## config.mk

```make
export PLATFORM = sky130hd
export DESIGN_NAME = led_ring_ctrl_flat
export DESIGN_NICKNAME = d
export VERILOG_FILES = /design/src/rtl/led_ring_if.sv /design/src/rtl/led_ring_ctrl.sv /design/src/flat_wrapper.sv
export SDC_FILE = /design/constraint.sdc
export NUM_CORES = 1
export LEC_CHECK = 0
export BUFFER_PORTS_ARGS = -buffer_cell sky130_fd_sc_hd__clkbuf_2
export CAP_MARGIN = 5
export CORE_MARGIN = 3
export CORE_UTILIZATION = 55
export DETAILED_ROUTE_END_ITERATION = 10
export GPL_ROUTABILITY_DRIVEN = 0
export PLACE_DENSITY_LB_ADDON = 0.25
export SLEW_MARGIN = 10
export SYNTH_ARGS = -nofsm -noshare
export SYNTH_HDL_FRONTEND = slang
export SYNTH_SLANG_ARGS = --single-unit
```

## constraint.sdc

```tcl
create_clock -name clk -period 5.6 [get_ports clk]
set_clock_uncertainty 0.1 [all_clocks]
set_input_delay 0.28 -clock clk [delete_from_list [all_inputs] [get_ports clk]]
set_output_delay 0.28 -clock clk [all_outputs]
set_load 0.1 [all_outputs]
```

## src/rtl/led_ring_if.sv

```systemverilog
// led_ring_if: encoder/button inputs and frame handshake between the ring controller and the serial driver.
interface led_ring_if #(
  parameter int N_LEDS = 12,
  parameter int IDX_W  = $clog2(N_LEDS)
) ();
  logic              rot_up;
  logic              rot_dn;
  logic              push;
  logic [1:0]        intensity_in;
  logic              upd_ack;
  logic [N_LEDS-1:0] led_mask;
  logic [7:0]        intensity_out;
  logic              upd_req;
  logic [IDX_W-1:0]  position;
  logic [1:0]        mode;
  modport master (
    input  rot_up, rot_dn, push, intensity_in, upd_ack,
    output led_mask, intensity_out, upd_req, position, mode
  );
  modport slave (
    output rot_up, rot_dn, push, intensity_in, upd_ack,
    input  led_mask, intensity_out, upd_req, position, mode
  );
endinterface

```

## src/rtl/led_ring_ctrl.sv

```systemverilog
// led_ring_ctrl: accelerated encoder position tracking with four display modes and a req/ack frame handoff.
module led_ring_ctrl #(
  parameter int N_LEDS      = 12,
  parameter int IDX_W       = $clog2(N_LEDS),
  parameter int FAST_WINDOW = 4_000_000,
  parameter int FAST_STEP   = 3
) (
  input logic       clk,
  input logic       res,
  led_ring_if.master bus
);
  localparam int GAP_W = $clog2(FAST_WINDOW + 1);
  localparam int SUM_W = IDX_W + 1;
  localparam logic [SUM_W-1:0]  N_S    = SUM_W'(N_LEDS);
  localparam logic [SUM_W-1:0]  STEP_F = SUM_W'(FAST_STEP);
  localparam logic [GAP_W-1:0]  GAP_MX = GAP_W'(FAST_WINDOW);
  localparam logic [N_LEDS-1:0] ONE    = N_LEDS'(1);
  logic [IDX_W-1:0]  pos_q, pos_d;
  logic [1:0]        mode_q, mode_d;
  logic [GAP_W-1:0]  gap_q, gap_d;
  logic              dir_q, dir_d;
  logic [N_LEDS-1:0] tmask_q, tmask_d, mask_q, mask_d;
  logic [7:0]        tint_q, tint_d, int_q, int_d;
  logic              req_q, req_d;
  logic              up, dn, fast, load;
  logic [SUM_W-1:0]  step, pos_x, sum;
  logic [N_LEDS-1:0] dot, bar;
  always_comb begin
    up      = bus.rot_up & ~bus.rot_dn;
    dn      = bus.rot_dn & ~bus.rot_up;
    fast    = (gap_q < GAP_MX) && (dir_q == up);
    step    = fast ? STEP_F : SUM_W'(1);
    pos_x   = {1'b0, pos_q};
    sum     = pos_x + step;
    pos_d   = up ? IDX_W'(sum >= N_S ? sum - N_S : sum)
            : dn ? IDX_W'(pos_x < step ? pos_x + N_S - step : pos_x - step)
            : pos_q;
    gap_d   = (up | dn) ? '0 : (gap_q == GAP_MX) ? gap_q : gap_q + 1'b1;
    dir_d   = (up | dn) ? up : dir_q;
    mode_d  = mode_q + {1'b0, bus.push};
    dot     = ONE << pos_q;
    bar     = (dot << 1) - ONE;
    tmask_d = (mode_q[0] ? bar : dot) ^ {N_LEDS{mode_q[1]}};
    tint_d  = (bus.intensity_in == 2'd0) ? 8'h01
            : (bus.intensity_in == 2'd1) ? 8'h02
            : (bus.intensity_in == 2'd2) ? 8'h08 : 8'h20;
    // shadow is frozen while a request is outstanding; only the latest target is ever presented
    load    = ~req_q & ((tmask_q != mask_q) | (tint_q != int_q));
    mask_d  = load ? tmask_q : mask_q;
    int_d   = load ? tint_q : int_q;
    req_d   = load | (req_q & ~bus.upd_ack);
  end
  always_ff @(posedge clk) begin
    if (res) begin
      pos_q   <= '0;
      mode_q  <= '0;
      gap_q   <= GAP_MX;
      dir_q   <= 1'b1;
      tmask_q <= ONE;
      tint_q  <= 8'h01;
      mask_q  <= ONE;
      int_q   <= 8'h01;
      req_q   <= 1'b0;
    end else begin
      pos_q   <= pos_d;
      mode_q  <= mode_d;
      gap_q   <= gap_d;
      dir_q   <= dir_d;
      tmask_q <= tmask_d;
      tint_q  <= tint_d;
      mask_q  <= mask_d;
      int_q   <= int_d;
      req_q   <= req_d;
    end
  end
  assign bus.led_mask      = mask_q;
  assign bus.intensity_out = int_q;
  assign bus.upd_req       = req_q;
  assign bus.position      = pos_q;
  assign bus.mode          = mode_q;
endmodule

```

## src/flat_wrapper.sv

```systemverilog
// flat-port wrapper written by rule: the top's interface ports become plain ports
module led_ring_ctrl_flat 
#(
  parameter int N_LEDS      = 12,
  parameter int IDX_W       = $clog2(N_LEDS),
  parameter int FAST_WINDOW = 4_000_000,
  parameter int FAST_STEP   = 3
)
  (clk, res, bus_rot_up, bus_rot_dn, bus_push, bus_intensity_in, bus_upd_ack, bus_led_mask, bus_intensity_out, bus_upd_req, bus_position, bus_mode);
  led_ring_if #(.N_LEDS(N_LEDS), .IDX_W(IDX_W)) bus_i ();
  input logic clk;
  input logic res;
  input wire logic [$bits(bus_i.rot_up)-1:0] bus_rot_up;
  input wire logic [$bits(bus_i.rot_dn)-1:0] bus_rot_dn;
  input wire logic [$bits(bus_i.push)-1:0] bus_push;
  input wire logic [$bits(bus_i.intensity_in)-1:0] bus_intensity_in;
  input wire logic [$bits(bus_i.upd_ack)-1:0] bus_upd_ack;
  output wire logic [$bits(bus_i.led_mask)-1:0] bus_led_mask;
  output wire logic [$bits(bus_i.intensity_out)-1:0] bus_intensity_out;
  output wire logic [$bits(bus_i.upd_req)-1:0] bus_upd_req;
  output wire logic [$bits(bus_i.position)-1:0] bus_position;
  output wire logic [$bits(bus_i.mode)-1:0] bus_mode;
  assign bus_i.rot_up = bus_rot_up;
  assign bus_i.rot_dn = bus_rot_dn;
  assign bus_i.push = bus_push;
  assign bus_i.intensity_in = bus_intensity_in;
  assign bus_i.upd_ack = bus_upd_ack;
  assign bus_led_mask = bus_i.led_mask;
  assign bus_intensity_out = bus_i.intensity_out;
  assign bus_upd_req = bus_i.upd_req;
  assign bus_position = bus_i.position;
  assign bus_mode = bus_i.mode;
  led_ring_ctrl #(.N_LEDS(N_LEDS), .IDX_W(IDX_W), .FAST_WINDOW(FAST_WINDOW), .FAST_STEP(FAST_STEP)) u_core (.clk(clk), .res(res), .bus(bus_i));
endmodule
```

==> impl_metrics.env, run 1 <==
export IMPL_slew_viol_final=0
export IMPL_first_pass_iters=4
export IMPL_timing_final_crit_share_pct=62.4
export IMPL_rows=27
export IMPL_status="finished, final reports clean"
export IMPL_timing_fmax_ghz=0.286
export IMPL_ys_warn_count=0
export IMPL_critPathArrivalTime_ps=3630
export IMPL_wl_per_cell_um=13.4
export IMPL_grt_pass1_vias=2386
export IMPL_rsz0062_at_grt="false"
export IMPL_path_cells="nor4_1, o21ai_0, a21oi_1, o21ai_0, ha_1, ha_1, fa_1, or4b_2, a31o_2, o41ai_1"
export IMPL_cts_buffers=9
export IMPL_min_period_ps=3490
export IMPL_power_density_mw_per_mm2=419
export IMPL_overflow=0
export IMPL_final_hold_viol_count=0
export IMPL_maxCapViolations=0
export IMPL_grt_pass1_wl_um=11100
export IMPL_post_cts_buffers=0
export IMPL_nNetsFinal=418
export IMPL_cts_sinks=62
export IMPL_die_w_um=83.1
export IMPL_startpoint_type="register"
export IMPL_ys_ff_latch=62
export IMPL_io_buffers=30
export IMPL_cts_max_path_buffers=2
export IMPL_drive_gt1_share_pct=14.7
export IMPL_drcViolationCount=0
export IMPL_synth_cells=375
export IMPL_fin_ws_ps=2110
export IMPL_ios=35
export IMPL_multiInputGateArea_mm2=0.00185
export IMPL_die_y_um=83.1
export IMPL_critPathMaxStageDelay_ps=580
export IMPL_avgSynthCellArea_um2=8.72
export IMPL_required_ps=5730
export IMPL_avgViaCountPerCell=5.49
export IMPL_track_usage_pct=19.3
export IMPL_dp_worst_setup_slack_ps=2300
export IMPL_hpwlAfterDp_um=4250
export IMPL_slowest_stage="or4b_2"
export IMPL_routed_via_count=2599
export IMPL_cts_tree="built"
export IMPL_grt_max_degree=43
export IMPL_setup_viol_count_final=0
export IMPL_worst_slew_pin_slew_ps=825
export IMPL_clk_root_buffer_cell="clkbuf_8"
export IMPL_post_cts_resized=0
export IMPL_coreArea_mm2=0.00564
export IMPL_fill_cells=471
export IMPL_hold_class="in2reg"
export IMPL_drt_initial_drc_count=160
export IMPL_cp_max_fo=4
export IMPL_ant_nets=0
export IMPL_p_total_mw=1.52
export IMPL_routed_wl_um=6360
export IMPL_h_tree_depth=3
export IMPL_cts_hold_buf=0
export IMPL_antenna_cells=0
export IMPL_cp_end_kind="register"
export IMPL_path_clk_slew_ps=70
export IMPL_netlist_area_mm2=0.00327
export IMPL_dieArea_mm2=0.00691
export IMPL_ff_latch_area_mm2=0.00124
export IMPL_yosysSeqAreaShare_pct=38.0
export IMPL_ys_types=49
export IMPL_maxSlewHeadroom_pct=44.9
export IMPL_worst_ir_drop_vdd_mv=0.238
export IMPL_hold_ws_ps=43.2
export IMPL_critPathKind="reg2reg"
export IMPL_start_util_pct=58.0
export IMPL_antenna_found_initial=0
export IMPL_area_growth_pct=10.6
export IMPL_p_leak_nw=1.56
export IMPL_tns_ps=0
export IMPL_insertion_delay_ps=340
[cell usage after synthesis (all sizes together)]
| master | count | share of area (%) |
|---|---|---|
| a211oi | 1 | 0.23 |
| a21o | 1 | 0.23 |
| a21oi | 15 | 2.3 |
| a22oi | 1 | 0.23 |
| a31o | 1 | 0.27 |
| a31oi | 1 | 0.19 |
| a41oi | 2 | 0.54 |
| and3 | 2 | 0.38 |
| and4 | 1 | 0.31 |
| buf | 11 | 2.3 |
| clkbuf | 14 | 1.6 |
| conb | 1 | 0.11 |
| dfxtp | 62 | 38 |
| fa | 3 | 1.8 |
| ha | 11 | 4.2 |
| inv | 18 | 2.1 |
| mux2 | 3 | 1.0 |
| mux2i | 17 | 5.2 |
| nand2 | 21 | 2.4 |
| nand2b | 3 | 0.57 |
| nand3 | 8 | 1.2 |
| nand3b | 2 | 0.46 |
| nand4 | 6 | 1.3 |
| nor2 | 51 | 5.9 |
| nor2b | 5 | 0.96 |
| nor3 | 16 | 2.6 |
| nor3b | 2 | 0.46 |
| nor4 | 8 | 2.0 |
| nor4b | 2 | 0.54 |
| o21ai | 18 | 2.8 |
| o21ba | 1 | 0.31 |
| o221a | 1 | 0.34 |
| o221ai | 1 | 0.27 |
| o22ai | 2 | 0.38 |
| o31ai | 1 | 0.23 |
| o41ai | 3 | 0.80 |
| or3 | 5 | 0.96 |
| or4 | 2 | 0.57 |
| or4b | 1 | 0.31 |
| xnor2 | 20 | 5.4 |
| xor2 | 31 | 8.3 |
[registers in the layout (all words and copies together), names as in the netlist]
register and cells:
u_core.bus.mode 2, u_core.tint_q 4, u_core.bus.position 4, u_core.bus.intensity_out 4, u_core.dir_q 1, u_core.bus.led_mask 12, u_core.tmask_q 12, u_core.gap_q 22
u_core.bus.upd_req 1
[final timing paths]
kind	start	to	slack (ps)	depth (start not counted)
max	u_core.gap_q[15]	u_core.bus.position[2]	2110	10
min	bus_intensity_in[0]	u_core.tint_q[3]	40	2
max reg2reg	u_core.gap_q[15]	u_core.bus.position[2]	2110	10
min reg2reg	u_core.dir_q	u_core.dir_q	390	2
[where the power goes]
part           switching (mW)  internal (mW)
clock network           0.169          0.230
logic                   0.368          0.178
registers              0.0816          0.491
[layout by cell type, fill, tap and decap left out, types with 4 or more instances in the layout]
cell type,instances
conb_1,4
mux2i_1,17
ha_1,11
nor2_1,51
xor2_1,31
xnor2_1,20
clkbuf_8,11
nand3_1,8
clkbuf_2,30
nor2b_1,5
nor3_1,15
o21ai_0,15
inv_1,18
nand4_1,5
nor4_1,7
a21oi_1,15
nand2_1,21
or3_1,5
dfxtp_1,62
[routing by layer]
layer	vias up	track usage (%)	routed length, um	share of wire (%)
met4	0	7.28	105	1.7
met5	-	0	0	0
met1	1203	25.7	3060	48
met3	11	5.06	346	5.4
met2	71	30.0	2850	45
li1	1314	-	-	-
[final cells by class]
class / instances / area share [%]
Timing Repair Buffer: 32 / 4.57
Tap cell: 72 / 2.49
Clock buffer: 13 / 4.39
Sequential cell: 62 / 34.3
Inverter: 18 / 1.87
Multi-Input combinational cell: 273 / 51.2
Clock inverter: 3 / 1.18
[metrics by stage]
step                      instance area [um^2]  instances  utilization (%)
after detailed placement                  3420        457             60.5
after global placement                    3420        457             60.5
after floorplan                           3280        378                -
after global routing                      3620        473             64.1
final                                     3620        473             64.1
after CTS                                 3620        473             64.1
[cell families after synthesis]
family / Yosys count / share of synthesized area [%]
AND/OR/NAND/NOR: 135 / 20.9
flip-flops: 62 / 38.0
XOR/XNOR: 51 / 13.7
AO/OA/AOI/OAI: 49 / 9.07
buffers and inverters: 43 / 5.97
multiplexers: 20 / 6.24
adder cells (fa/ha/maj): 14 / 6.05
other: 1 / 0.115
[worst max-delay path: cells and delay by family (launching register included)]
family | cells | cell delay (ps)
flip-flops | 1 | 340
AND/OR/NAND/NOR | 2 | 1020
AO/OA/AOI/OAI | 5 | 870
adder cells (fa/ha/maj) | 3 | 1050
Power figures use the tool's default switching activity.
==> run 2: changes to the inputs <==
--- a/config.mk
+++ b/config.mk
@@ -8,7 +8,7 @@
 export BUFFER_PORTS_ARGS = -buffer_cell sky130_fd_sc_hd__clkbuf_2
 export CAP_MARGIN = 5
 export CORE_MARGIN = 3
-export CORE_UTILIZATION = 55
+export CORE_UTILIZATION = 53
 export DETAILED_ROUTE_END_ITERATION = 10
 export GPL_ROUTABILITY_DRIVEN = 0
 export PLACE_DENSITY_LB_ADDON = 0.25
==> constraint.sdc (replaced) <==
create_clock -name clk -period 2.9 [get_ports clk]
set_clock_uncertainty 0.1 [all_clocks]
set_input_delay 0.145 -clock clk [delete_from_list [all_inputs] [get_ports clk]]
set_output_delay 0.145 -clock clk [all_outputs]
set_load 0.1 [all_outputs]
==> impl_metrics.env, run 2 (synthesis gave the netlist of run 1 again) <==
export IMPL_dieArea_mm2=0.00715
export IMPL_drt_initial_drc_count=180
export IMPL_reg2reg_slack_ps=80
export IMPL_grt_busiest_layer="met2"
export IMPL_dpl_instance_area_mm2=0.00354
export IMPL_cp_end_kind="register"
export IMPL_cts_max_path_buffers=2
export IMPL_cts_tree="built"
export IMPL_slew_viol_final=0
export IMPL_maxCapViolations=0
export IMPL_routed_wl_um=6800
export IMPL_ios=35
export IMPL_worst_slew_pin_slew_ps=665
export IMPL_path_clk_slew_ps=70
export IMPL_worst_ir_drop_vdd_mv=0.531
export IMPL_clk_root_buffer_cell="clkbuf_8"
export IMPL_drive_gt1_share_pct=22.0
export IMPL_cts_buffers=9
export IMPL_dp_cells=470
export IMPL_grt_pass1_vias=2509
export IMPL_timing_fmax_ghz=0.355
export IMPL_required_ps=3040
export IMPL_drcViolationCount=0
export IMPL_min_period_ps=2820
export IMPL_final_cell_mix="58 x dfxtp_1, 51 x nor2_1, 31 x xor2_1"
export IMPL_use_met3_pct=4.51
export IMPL_antenna_found_initial=0
export IMPL_fin_area_mm2=0.00391
export IMPL_grt_max_degree=42
export IMPL_die_y_um=84.5
export IMPL_start_util_pct=56.9
export IMPL_ant_nets=0
export IMPL_slowest_stage="fa_1"
export IMPL_grt_pass1_wl_um=11100
export IMPL_path_cells="nor4_4, o21ai_1, a21oi_2, o21ai_2, ha_4, ha_4, fa_1, or4b_4, a31o_4, o41ai_2"
export IMPL_critPathArrivalTime_ps=2950
export IMPL_power_density_mw_per_mm2=804
export IMPL_p_leak_nw=1.70
export IMPL_cts_sinks=62
export IMPL_crit_buf_inv=0
export IMPL_grt_util_met2_pct=32.2
export IMPL_rsz0062_at_grt="true"
export IMPL_nNetsFinal=439
export IMPL_fill_cells=456
export IMPL_antenna_cells=0
export IMPL_first_pass_iters=4
export IMPL_crit_path_frequent_cell="ha_4"
export IMPL_status="finished, final reports clean"
export IMPL_hold_ws_ps=41.7
export IMPL_wl_per_cell_um=13.8
export IMPL_layout_cells_non_filler=494
export IMPL_regMostFlops="u_core.gap_q"
export IMPL_largest_reg_flops=22
export IMPL_coreArea_mm2=0.00574
export IMPL_cp_max_fo=4
export IMPL_p_total_mw=3.14
export IMPL_critPathMaxStageDelay_ps=480
export IMPL_avgViaCountPerCell=5.34
export IMPL_hpwlAfterDp_um=4460
export IMPL_h_tree_depth=3
export IMPL_grt_util_met1_pct=23.4
export IMPL_routed_via_count=2638
export IMPL_track_usage_pct=19.0
export IMPL_hold_class="in2reg"
export IMPL_setup_viol_count_final=0
export IMPL_insertion_delay_ps=330
export IMPL_cp_top_family="adder cells"
export IMPL_critPathKind="reg2reg"
export IMPL_io_buffers=30
export IMPL_maxSlewHeadroom_pct=55.6
export IMPL_startpoint_type="register"
export IMPL_mostFrequentLayoutCell="dfxtp_1"
export IMPL_final_hold_viol_count=0
export IMPL_die_w_um=84.5
export IMPL_rows=27
export IMPL_timing_final_crit_share_pct=97.2
export IMPL_overflow=0
export IMPL_area_growth_pct=19.6
-- run 2: cell types whose count changed in the layout (fill, tap and decap cells not counted), sizes merged --
cell,delta
buf,+17
bufinv,+1
clkbuf,-2
clkinv,+1
dlygate4sd3,+4
-- run 2: stage by stage --
step	setup slack, ps	util (%)	TNS [ps]
after floorplan	5.94	-	0
after global placement	21.9	61.6	0
after detailed placement	-50.0	61.6	-50.0
after CTS	4.15	66.9	0
after global routing	-104	68.1	-181
final	82.5	68.1	0
-- run 2: repair_timing --
| action | CTS | global route |
|---|---|---|
| hold buffers | 4 | 0 |
| setup endpoints to repair | 2 | 2 |
| endpoints found under the hold margin | 5 | 0 |
| resized for setup | 3 | 11 |
| buffers inserted | 1 | 3 |
| pin swaps | 3 | 5 |
-- run 2: path summary, 6_finish.rpt --
kind | endpoint | from | cells past startpoint
setup reg to reg | u_core.bus.position[2] | u_core.gap_q[14] | 10
hold / removal | u_core.bus.mode[0] | bus_push | 3
hold reg to reg | u_core.dir_q | u_core.dir_q | 2
setup / recovery | u_core.bus.position[2] | u_core.gap_q[14] | 10
-- run 2: where the power goes --
part	total, mW	internal [mW]	switching (mW)
sequential	1.06	0.948	0.109
combinational	1.22	0.419	0.799
clock	0.866	0.531	0.335
total	3.14	1.90	1.24
-- run 2: routing by layer --
layer  routed length (um)  vias to the layer above  part of all wire [%]
met3                  229                       12                   3.4
met2                 3410                       49                    50
met5                    0                        -                     0
met1                 3060                     1238                    45
li1                     -                     1339                     -
met4                  105                        0                   1.5
-- run 2: worst min-delay path: stages --
cell	delay (ps)
clkbuf_2	80
ha_1	100
nor2b_1	110
-- run 2: area by class of cell --
| type | count | area, um^2 | share of cell area (%) |
|---|---|---|---|
| multi-input cells | 273 | 1930 | 49.5 |
| clock buffers | 11 | 151 | 3.87 |
| inverters | 18 | 67.6 | 1.73 |
| repair buffers | 53 | 333 | 8.51 |
| flip-flops and latches | 62 | 1250 | 32.0 |
| clock inverters | 5 | 81.3 | 2.08 |
| well taps | 72 | 90.1 | 2.30 |
==> run 3: changes to the inputs <==
--- a/config.mk
+++ b/config.mk
@@ -7,8 +7,8 @@
 export LEC_CHECK = 0
 export BUFFER_PORTS_ARGS = -buffer_cell sky130_fd_sc_hd__clkbuf_2
 export CAP_MARGIN = 5
-export CORE_MARGIN = 3
-export CORE_UTILIZATION = 53
+export CORE_MARGIN = 8
+export CORE_UTILIZATION = 55
 export DETAILED_ROUTE_END_ITERATION = 10
 export GPL_ROUTABILITY_DRIVEN = 0
 export PLACE_DENSITY_LB_ADDON = 0.25
==> constraint.sdc (replaced) <==
create_clock -name clk -period 2.65 [get_ports clk]
set_clock_uncertainty 0.1 [all_clocks]
set_input_delay 0.1325 -clock clk [delete_from_list [all_inputs] [get_ports clk]]
set_output_delay 0.1325 -clock clk [all_outputs]
set_load 0.1 [all_outputs]
==> impl_metrics.env, run 3 (synthesis gave the netlist of run 1 again) <==
export IMPL_antenna_cells=0
export IMPL_drive_gt1_share_pct=24.0
export IMPL_path_clk_slew_ps=70
export IMPL_overflow=0
export IMPL_cts_sinks=62
export IMPL_violations="negative setup slack"
export IMPL_drt_initial_drc_count=208
export IMPL_wl_per_cell_um=13.3
export IMPL_coreArea_mm2=0.00585
export IMPL_power_density_mw_per_mm2=851
export IMPL_die_y_um=93.1
export IMPL_h_tree_depth=3
export IMPL_avgViaCountPerCell=5.25
export IMPL_drcViolationCount=0
export IMPL_hold_class="in2reg"
export IMPL_slew_viol_final=0
export IMPL_post_route_util_pct=67.5
export IMPL_grt_pass1_vias=2479
export IMPL_final_cell_mix="57 x dfxtp_1, 51 x nor2_1, 31 x xor2_1"
export IMPL_required_ps=2780
export IMPL_timing_fmax_ghz=0.360
export IMPL_worst_slew_pin_slew_ps=688
export IMPL_ant_nets=0
export IMPL_maxSlewHeadroom_pct=54.1
export IMPL_fill_cells=481
export IMPL_rows=28
export IMPL_fin_ws_ps=-124
export IMPL_cts_buffers=9
export IMPL_final_hold_viol_count=0
export IMPL_cts_max_path_buffers=2
export IMPL_timing_final_crit_share_pct=105
export IMPL_worst_ir_drop_vdd_mv=0.551
export IMPL_nNetsFinal=450
export IMPL_status="finished with violations"
export IMPL_die_w_um=93.1
export IMPL_cp_end_kind="register"
export IMPL_largest_reg_flops=22
export IMPL_ios=35
export IMPL_p_leak_nw=1.74
export IMPL_maxCapViolations=0
export IMPL_cts_tree="built"
export IMPL_hpwlAfterDp_um=4710
export IMPL_track_usage_pct=15.8
export IMPL_cp_max_fo=3
export IMPL_first_pass_iters=5
export IMPL_critPathArrivalTime_ps=2910
export IMPL_startpoint_type="register"
export IMPL_dp_worst_setup_slack_ps=-306
export IMPL_grt_pass1_wl_um=11100
export IMPL_io_buffers=30
export IMPL_critPathKind="reg2reg"
export IMPL_dieArea_mm2=0.00867
export IMPL_area_growth_pct=20.7
export IMPL_rsz0062_at_grt="true"
export IMPL_routed_via_count=2668
export IMPL_grt_max_degree=42
export IMPL_mostFrequentLayoutCell="dfxtp_1"
export IMPL_antenna_found_initial=0
export IMPL_routed_wl_um=6740
export IMPL_regMostFlops="u_core.gap_q"
export IMPL_insertion_delay_ps=350
export IMPL_clk_root_buffer_cell="clkbuf_8"
export IMPL_fin_area_mm2=0.00395
export IMPL_setup_viol_count_final=1
export IMPL_start_util_pct=55.9
export IMPL_dpl_instance_area_mm2=0.00365
export IMPL_min_period_ps=2770
[run 3: worst max-delay path, cell delays in order, from the launching register on]
cell     delay (ps)
dfxtp_2         340
nor4_4          270
o21ai_1         100
a21oi_1         160
o21ai_2         100
ha_4            230
ha_2            170
fa_1            470
or4b_4          440
a31o_2          250
o41ai_2          50
[run 3: layer usage]
metal / vias to the layer above / wire (um) / global-route usage (%)
met5: - / 0 / 0
met4: 0 / 64 / 7.25
met3: 5 / 352 / 4.17
met2: 54 / 3070 / 25.0
met1: 1237 / 3250 / 19.6
li1: 1372 / - / -
[run 3: final timing paths]
check | startpoint | endpoint | slack [ps] | depth (start not counted)
min reg2reg | u_core.tint_q[1] | u_core.bus.intensity_out[1] | 420 | 2
min | bus_push | u_core.bus.mode[0] | 10 | 3
max | u_core.gap_q[13] | u_core.bus.position[2] | -120 | 10
max reg2reg | u_core.gap_q[13] | u_core.bus.position[2] | -120 | 10
[run 3: repair_timing]
item,4_1_cts,5_1_grt
setup buffers,1,0
cloned,0,0
hold endpoints to repair,5,0
setup endpoints to repair,2,2
pin swaps,6,3
hold buffers,4,0
gates resized for setup,7,2
[run 3: layout make-up]
| cell class | instances | area (um^2) | area share (%) |
|---|---|---|---|
| Tap cell | 75 | 93.8 | 2.38 |
| Sequential cell | 62 | 1250 | 31.7 |
| Multi-Input combinational cell | 273 | 1910 | 48.4 |
| Inverter | 18 | 67.6 | 1.71 |
| Timing Repair Buffer | 64 | 415 | 10.5 |
| Clock buffer | 9 | 124 | 3.14 |
| Clock inverter | 7 | 82.6 | 2.09 |
[run 3: power breakdown]
group	total [mW]	internal, mW	switching (mW)
sequential	1.17	1.04	0.125
combinational	1.34	0.476	0.862
clock	0.858	0.446	0.412
total	3.36	1.96	1.40
[run 3: per-stage QoR]
stage                     hold WS [ps]  power [mW]  TNS (ps)  std cells
after global routing              48.6        3.55      -336        508
after global placement             248        2.45      -292        487
after floorplan                    109        2.20      -198        378
after detailed placement           253        2.48      -491        487
after CTS                         4.71        3.36      -155        508
final                             10.6        3.36      -124        508
